===== config.mk =====
export PLATFORM = sky130hd
export DESIGN_NAME = shift_reg_univ
export DESIGN_NICKNAME = d
export VERILOG_FILES = /design/src/rtl/shift_reg_univ.sv
export SDC_FILE = /design/constraint.sdc
export NUM_CORES = 1
export LEC_CHECK = 0
export BUFFER_PORTS_ARGS = -buffer_cell sky130_fd_sc_hd__clkbuf_2
export CELL_PAD_IN_SITES_DETAIL_PLACEMENT = 1
export CELL_PAD_IN_SITES_GLOBAL_PLACEMENT = 1
export CORE_MARGIN = 5
export CORE_UTILIZATION = 38
export DETAILED_ROUTE_END_ITERATION = 10
export PLACE_DENSITY = 0.75
export SETUP_SLACK_MARGIN = 0.1
export SKIP_LAST_GASP = 1
export SYNTH_ARGS = -nofsm -noshare
export SYNTH_HDL_FRONTEND = slang
export SYNTH_SLANG_ARGS = --single-unit

===== constraint.sdc =====
create_clock -name clk -period 1.7 [get_ports clk]
set_clock_uncertainty 0.2 [all_clocks]
set_input_delay 0.085 -clock clk [delete_from_list [all_inputs] [get_ports clk]]
set_output_delay 0.085 -clock clk [all_outputs]
set_load 0.05 [all_outputs]

===== src/rtl/shift_reg_univ.sv =====
// Universal WIDTH-bit register with eight mode operations and a
// self-sequencing serial-transfer engine that shifts a full word.
module shift_reg_univ #(
    parameter int WIDTH = 8
) (
    input  logic             clk,
    input  logic             rst_n,
    input  logic             en,
    input  logic [2:0]       mode,
    input  logic [WIDTH-1:0] d,
    input  logic             sin,
    input  logic             start,
    input  logic             xfer_dir,
    output logic [WIDTH-1:0] q,
    output logic             sout_msb,
    output logic             sout_lsb,
    output logic             busy,
    output logic             done
);

    localparam int CW = $clog2(WIDTH);

    typedef enum logic {
        IDLE  = 1'b0,
        SHIFT = 1'b1
    } state_t;

    state_t           state_q, state_d;
    logic [CW-1:0]    cnt_q, cnt_d;
    logic             dir_q, dir_d;
    logic             done_q, done_d;
    logic [WIDTH-1:0] q_q, q_d;
    logic             last;

    assign last = (cnt_q == CW'(WIDTH - 1));

    always_ff @(posedge clk or negedge rst_n) begin
        if (!rst_n) begin
            state_q <= IDLE;
            cnt_q   <= '0;
            dir_q   <= 1'b0;
            done_q  <= 1'b0;
            q_q     <= '0;
        end else begin
            state_q <= state_d;
            cnt_q   <= cnt_d;
            dir_q   <= dir_d;
            done_q  <= done_d;
            q_q     <= q_d;
        end
    end

    always_comb begin
        state_d = state_q;
        cnt_d   = cnt_q;
        dir_d   = dir_q;
        done_d  = 1'b0;
        case (state_q)
            IDLE: begin
                if (start) begin
                    state_d = SHIFT;
                    cnt_d   = '0;
                    dir_d   = xfer_dir;
                end
            end
            SHIFT: begin
                if (last) begin
                    state_d = IDLE;
                    done_d  = 1'b1;
                end else begin
                    cnt_d = cnt_q + CW'(1);
                end
            end
            default: state_d = IDLE;
        endcase
    end

    // Engine owns q while shifting; start beats any mode operation.
    always_comb begin
        q_d = q_q;
        if (state_q == SHIFT) begin
            if (dir_q) q_d = {sin, q_q[WIDTH-1:1]};
            else       q_d = {q_q[WIDTH-2:0], sin};
        end else if (!start && en) begin
            case (mode)
                3'b000:  q_d = q_q;
                3'b001:  q_d = d;
                3'b010:  q_d = {q_q[WIDTH-2:0], sin};
                3'b011:  q_d = {sin, q_q[WIDTH-1:1]};
                3'b100:  q_d = {q_q[WIDTH-2:0], q_q[WIDTH-1]};
                3'b101:  q_d = {q_q[0], q_q[WIDTH-1:1]};
                3'b110:  q_d = {q_q[WIDTH-1], q_q[WIDTH-1:1]};
                3'b111:  q_d = '0;
                default: q_d = q_q;
            endcase
        end
    end

    assign q        = q_q;
    assign sout_msb = q_q[WIDTH-1];
    assign sout_lsb = q_q[0];
    assign busy     = (state_q == SHIFT);
    assign done     = done_q;

endmodule


# Word-level counts from Yosys, hierarchy flattened
# Index checks and enable logic that the tools add are counted.
[word_totals] word_cells=40 register_bits=14 output_inout_bits=12 in_bits=17
[op_classes] n_addsub=1 n_mux=12 bitwise=1 reduce_logical=8 eq_ne=12
[op_table] op="8-bit case mux with 7 select lines" n=1
[op_table] op="8-bit 2-to-1 mux" n=3
[op_table] op="3-bit equality test, second input constant" n=5
[op_table] op="2-bit != test, second input constant" n=4
[op_table] op="3-bit by 2-bit equality test with 1-bit output, second input constant" n=2
[op_table] op="3-bit 2-to-1 mux" n=2
[op_table] op="3-bit case mux with 2 select lines" n=1
[op_table] op="2-bit AND reduction" n=3
[op_table] op="1-bit 2-to-1 mux" n=4
[op_table] op="3-bit by 1-bit adder with 3-bit output, second input constant" n=1
[op_table] op="3-bit by 1-bit equality test with 1-bit output, second input constant" n=1
[op_table] op="3-bit logical NOT" n=1
[op_table] op="3-bit AND reduction" n=1
[op_table] op="1-bit case mux with 2 select lines" n=1
[op_table] op="2-bit nonzero test" n=1
[op_table] op="1-bit logical AND" n=1
[op_table] op="1-bit logical NOT" n=1
[op_table] op="1-bit inverter" n=1

# Depth between registers and ports, before layout
[logic_depth] word_depth=4 mapped_depth=6

# Worst setup path after synthesis
# Ideal clock, no wire load.
[synth_timing] path_kind="register -> register" startpoint="register q_q[6] (netlist: q[6])" endpoint="register q_q[5] (netlist: q[5])" setup_slack_ns=-0.073 t_arrival_ns=1.454 path_stages_with_launch=5 required_ns=1.381 setup_ns=0.119 cell_sequence="dfrtp_1 -> mux2_2 -> a221oi_1 -> o311ai_0 -> o21a_1"
[synth_via] elab_chain_cells=3 elab_cells_between_ends=4 cone_classes="mux: 4"
[synth_lines] item="from (decl)" line="32" text="logic [WIDTH-1:0] q_q, q_d;"
[synth_lines] item="from (signal assigned)" line="49" text="q_q <= q_d;"
[synth_lines] item="8-bit case mux with 7 select lines" line="85" text="case (mode)"
[synth_lines] item="8-bit 2-to-1 mux" line="84" text="end else if (!start && en) begin"
[synth_lines] item="8-bit 2-to-1 mux *" line="81" text="if (state_q == SHIFT) begin"
# Every way passes the cells marked *; elsewhere a longest branch is shown, timed or not. The select of a mux whose other input is x is not followed.
# A chain may end at the register's enable or synchronous reset.

# Worst setup path in the final report
[layout_timing] startpoint="register q_q[2] (netlist: q[2])" endpoint="register q_q[1] (netlist: q[1])"
# Same word-level chain as after synthesis.

==> results.sh <==
export IMPL_worst_path_max_fanout=4
export IMPL_crit_type="reg2reg"
export IMPL_die_y_um=62.8
export IMPL_track_usage=0.169
export IMPL_pwr_share_seq=0.252
export IMPL_antenna_left=0
export IMPL_htree_num_levels=1
export IMPL_drt_iter0_drc=23
export IMPL_fin_nets=177
export IMPL_dieArea_sq_mm=0.00395
export IMPL_fill_cells=327
export IMPL_worstSkewPairLatency_ns=0.30
export IMPL_clock_sinks=14
export IMPL_end_kind="register"
export IMPL_rr_endpoint="q[1]"
export IMPL_gp_congestion=0.771
export IMPL_antenna_cells=0
export IMPL_ys_seq_elements=14
export IMPL_vias=1085
export IMPL_synth_seq_area_share=0.330
export IMPL_drive_gt1_frac=0.452
export IMPL_wirelength_um=3190
export IMPL_grt_first_pass_wirelength_um=5460
export IMPL_path_delay_family="compound AO/OA/AOI/OAI gates"
export IMPL_power_density_mw_per_mm2=2100
export IMPL_grt_pass1_vias=1099
export IMPL_coreArea_sq_mm=0.00271
export IMPL_cts_root_buf="clkbuf_4"
export IMPL_worst_pin_slew_ns=0.501
export IMPL_yosysUniqueCellTypes=33
export IMPL_tns_ns=0
export IMPL_r2r_start="q[2]"
export IMPL_hold_path_end="q[3]"
export IMPL_syn_instance_count=114
export IMPL_cts_made_buffers=3
export IMPL_hold_path_depth=4
export IMPL_dieWidth_um=62.8
export IMPL_hpwl_um=2300
export IMPL_cp_cell_sequence="mux2_2 -> a221o_1 -> o211ai_1 -> a31oi_1"
export IMPL_slew_viol_final=0
export IMPL_switching_power_uw=1510
export IMPL_rows=19
export IMPL_port_buffers=28
export IMPL_syn_cell_area_sq_mm=0.00106
export IMPL_ioPinCount=29
export IMPL_drv_cap=0
export IMPL_crit_slowest_cell="dfrtp_2"
export IMPL_arrival_ns=1.54
export IMPL_clkPwrFrac=0.088
export IMPL_finalSetupViolCount=0
export IMPL_r2r_cells=4
export IMPL_cp_start_kind="register"
export IMPL_finalHoldViolCount=0
export IMPL_p_leak_uw=0.000638
export IMPL_synth_edf_count=0
export IMPL_timing_final_crit_share=0.932
export IMPL_max_slew_margin_rel=0.665
export IMPL_hp_class="in2reg"
export IMPL_rsz0062_at_grt="true"
export IMPL_ir_worst_vdd_uv=1190
export IMPL_comb_power_share=0.661
export IMPL_dr_pass1_iters=4
export IMPL_synth_main_ff_cell="dfrtp_1"
export IMPL_syn_nets=133
export IMPL_clk_pin_slew_worst_paths_ns=0.10
export IMPL_yosysWarnings=0
export IMPL_hold_worst_slack_ns=0.00294
export IMPL_antenna_found_initial=0
export IMPL_synthArstFlopShare=1.00
export IMPL_wire_per_inst_um=17.0
export IMPL_hp_start="d[3]"
export IMPL_critPathRequiredTime_ns=1.66
export IMPL_max_clock_path_buffers=2
export IMPL_p_int_uw=1470
export IMPL_switching_share=0.506
export IMPL_period_minus_slack_ns=1.58
export IMPL_syn_avg_cell_area_sq_um=9.31
export IMPL_syn_to_final_growth_pct=33.8
export IMPL_overflow=0
export IMPL_drc=0
export IMPL_initial_core_util=0.392
export IMPL_status="complete, no violations"
export IMPL_via_per_inst=5.77
export IMPL_worstPathBufferInverterCount=0
export IMPL_grt_max_degree=15
export IMPL_cts_tree="done"
export IMPL_fmax_ghz=0.631
export IMPL_ff2ff_setup_slack_ns=0.12
export IMPL_max_stage_delay_ns=0.44
repair_timing:
item / CTS / global route
hold buffers: 10 / 0
endpoints found under the setup margin: 5 / 8
gates resized for setup: 2 / 4
setup buffers: 4 / 3
hold endpoints to repair: 24 / 0
pin swaps: 0 / 4
cloned: 0 / 0
sequential cells by signal, summed over array words and instances (netlist names):
name   cells
q          8
busy       1
done       1
cnt_q      3
dir_q      1
cell usage after synthesis (all sizes together), types with 2 or more instances:
master	count	area [sq um]
a21oi	2	10.0
mux2	13	146
nand2	12	45.0
dfrtp	14	350
o21a	5	37.5
mux2i	4	40.0
o21ai	6	30.0
o311ai	5	43.8
inv	3	11.3
o211ai	2	15.0
a21o	2	15.0
nor2b	4	25.0
ha	2	25.0
nor2	11	41.3
buf	8	63.8
a221oi	6	52.6
clkbuf	2	7.51
stage by stage:
step / worst slack [ns] / cell area, sq um / total power [uW] / cells / utilization
after floorplan: 0.0418 / 1070 / 2100 / 114 / -
after global placement: 0.0740 / 1210 / 2450 / 167 / 0.446
after detailed placement: 0.0316 / 1210 / 2540 / 167 / 0.446
after CTS: 0.0833 / 1390 / 2910 / 185 / 0.512
after global routing: 0.0648 / 1420 / 3190 / 188 / 0.524
final: 0.116 / 1420 / 2980 / 188 / 0.524
worst reg2reg max path, delay by kind of cell (launching register included):
| kind | cells | cell delay, ns |
|---|---|---|
| AO/OA/AOI/OAI | 3 | 0.52 |
| flip-flops | 1 | 0.44 |
| multiplexers | 1 | 0.28 |
routing by layer:
layer	global-route usage	wire [um]	share of wire
met2	0.280	1600	0.50
met3	0.0342	134	0.042
met5	0	0	0
met4	0.0531	45	0.014
met1	0.218	1410	0.44
power by group through the flow:
stage	clock (uW)	combinational (uW)	sequential, uW
global placement	0	1670	774
finish	261	1970	749
CTS	263	1900	746
global route	284	2130	773
detailed placement	0	1760	787
floorplan	0	1010	1090
worst max path at each step:
stage	from	to	slack [ns]	cells after the start
after floorplan	q[6]	q[5]	0.04	4
after global placement	mode[0]	q[5]	0.07	5
after detailed placement	mode[0]	q[0]	0.03	5
after CTS	q[4]	q[5]	0.08	4
after global routing	q[4]	q[3]	0.06	4
final	q[2]	q[1]	0.12	4
cell families after synthesis:
kind of cell / Yosys count / share of synthesized area
adders and majority gates: 2 / 0.0236
muxes: 17 / 0.176
AOI/OAI and AO/OA: 34 / 0.239
buffers and inverters: 13 / 0.0778
DFF: 14 / 0.330
and+or+nand+nor: 32 / 0.137
xor gates and xnor gates: 2 / 0.0165
cells in the final DEF, fill, tap and decap left out, types with 2 or more instances in the layout:
cell type      instances
clkbuf_2              28
mux2_2                13
nand2_1               12
nor2_1                11
buf_4                 11
dfrtp_2               10
dlygate4sd3_1         10
o21ai_0                5
o21a_1                 5
nor2b_1                4
mux2i_1                4
o311ai_1               4
dfrtp_1                4
inv_1                  3
a221oi_2               3
a221oi_1               3
clkbuf_4               3
a21oi_1                2
o211ai_1               2
ha_1                   2
area by class of cell:
class / count / area [sq um] / area share
clock buffers: 4 / 36.3 / 0.0256
inverters: 3 / 11.3 / 0.00793
multi-input cells: 87 / 648 / 0.456
flip-flops and latches: 14 / 363 / 0.256
well taps: 31 / 38.8 / 0.0273
repair buffers: 49 / 323 / 0.227
No activity file was read; power rests on OpenSTA's default activity.
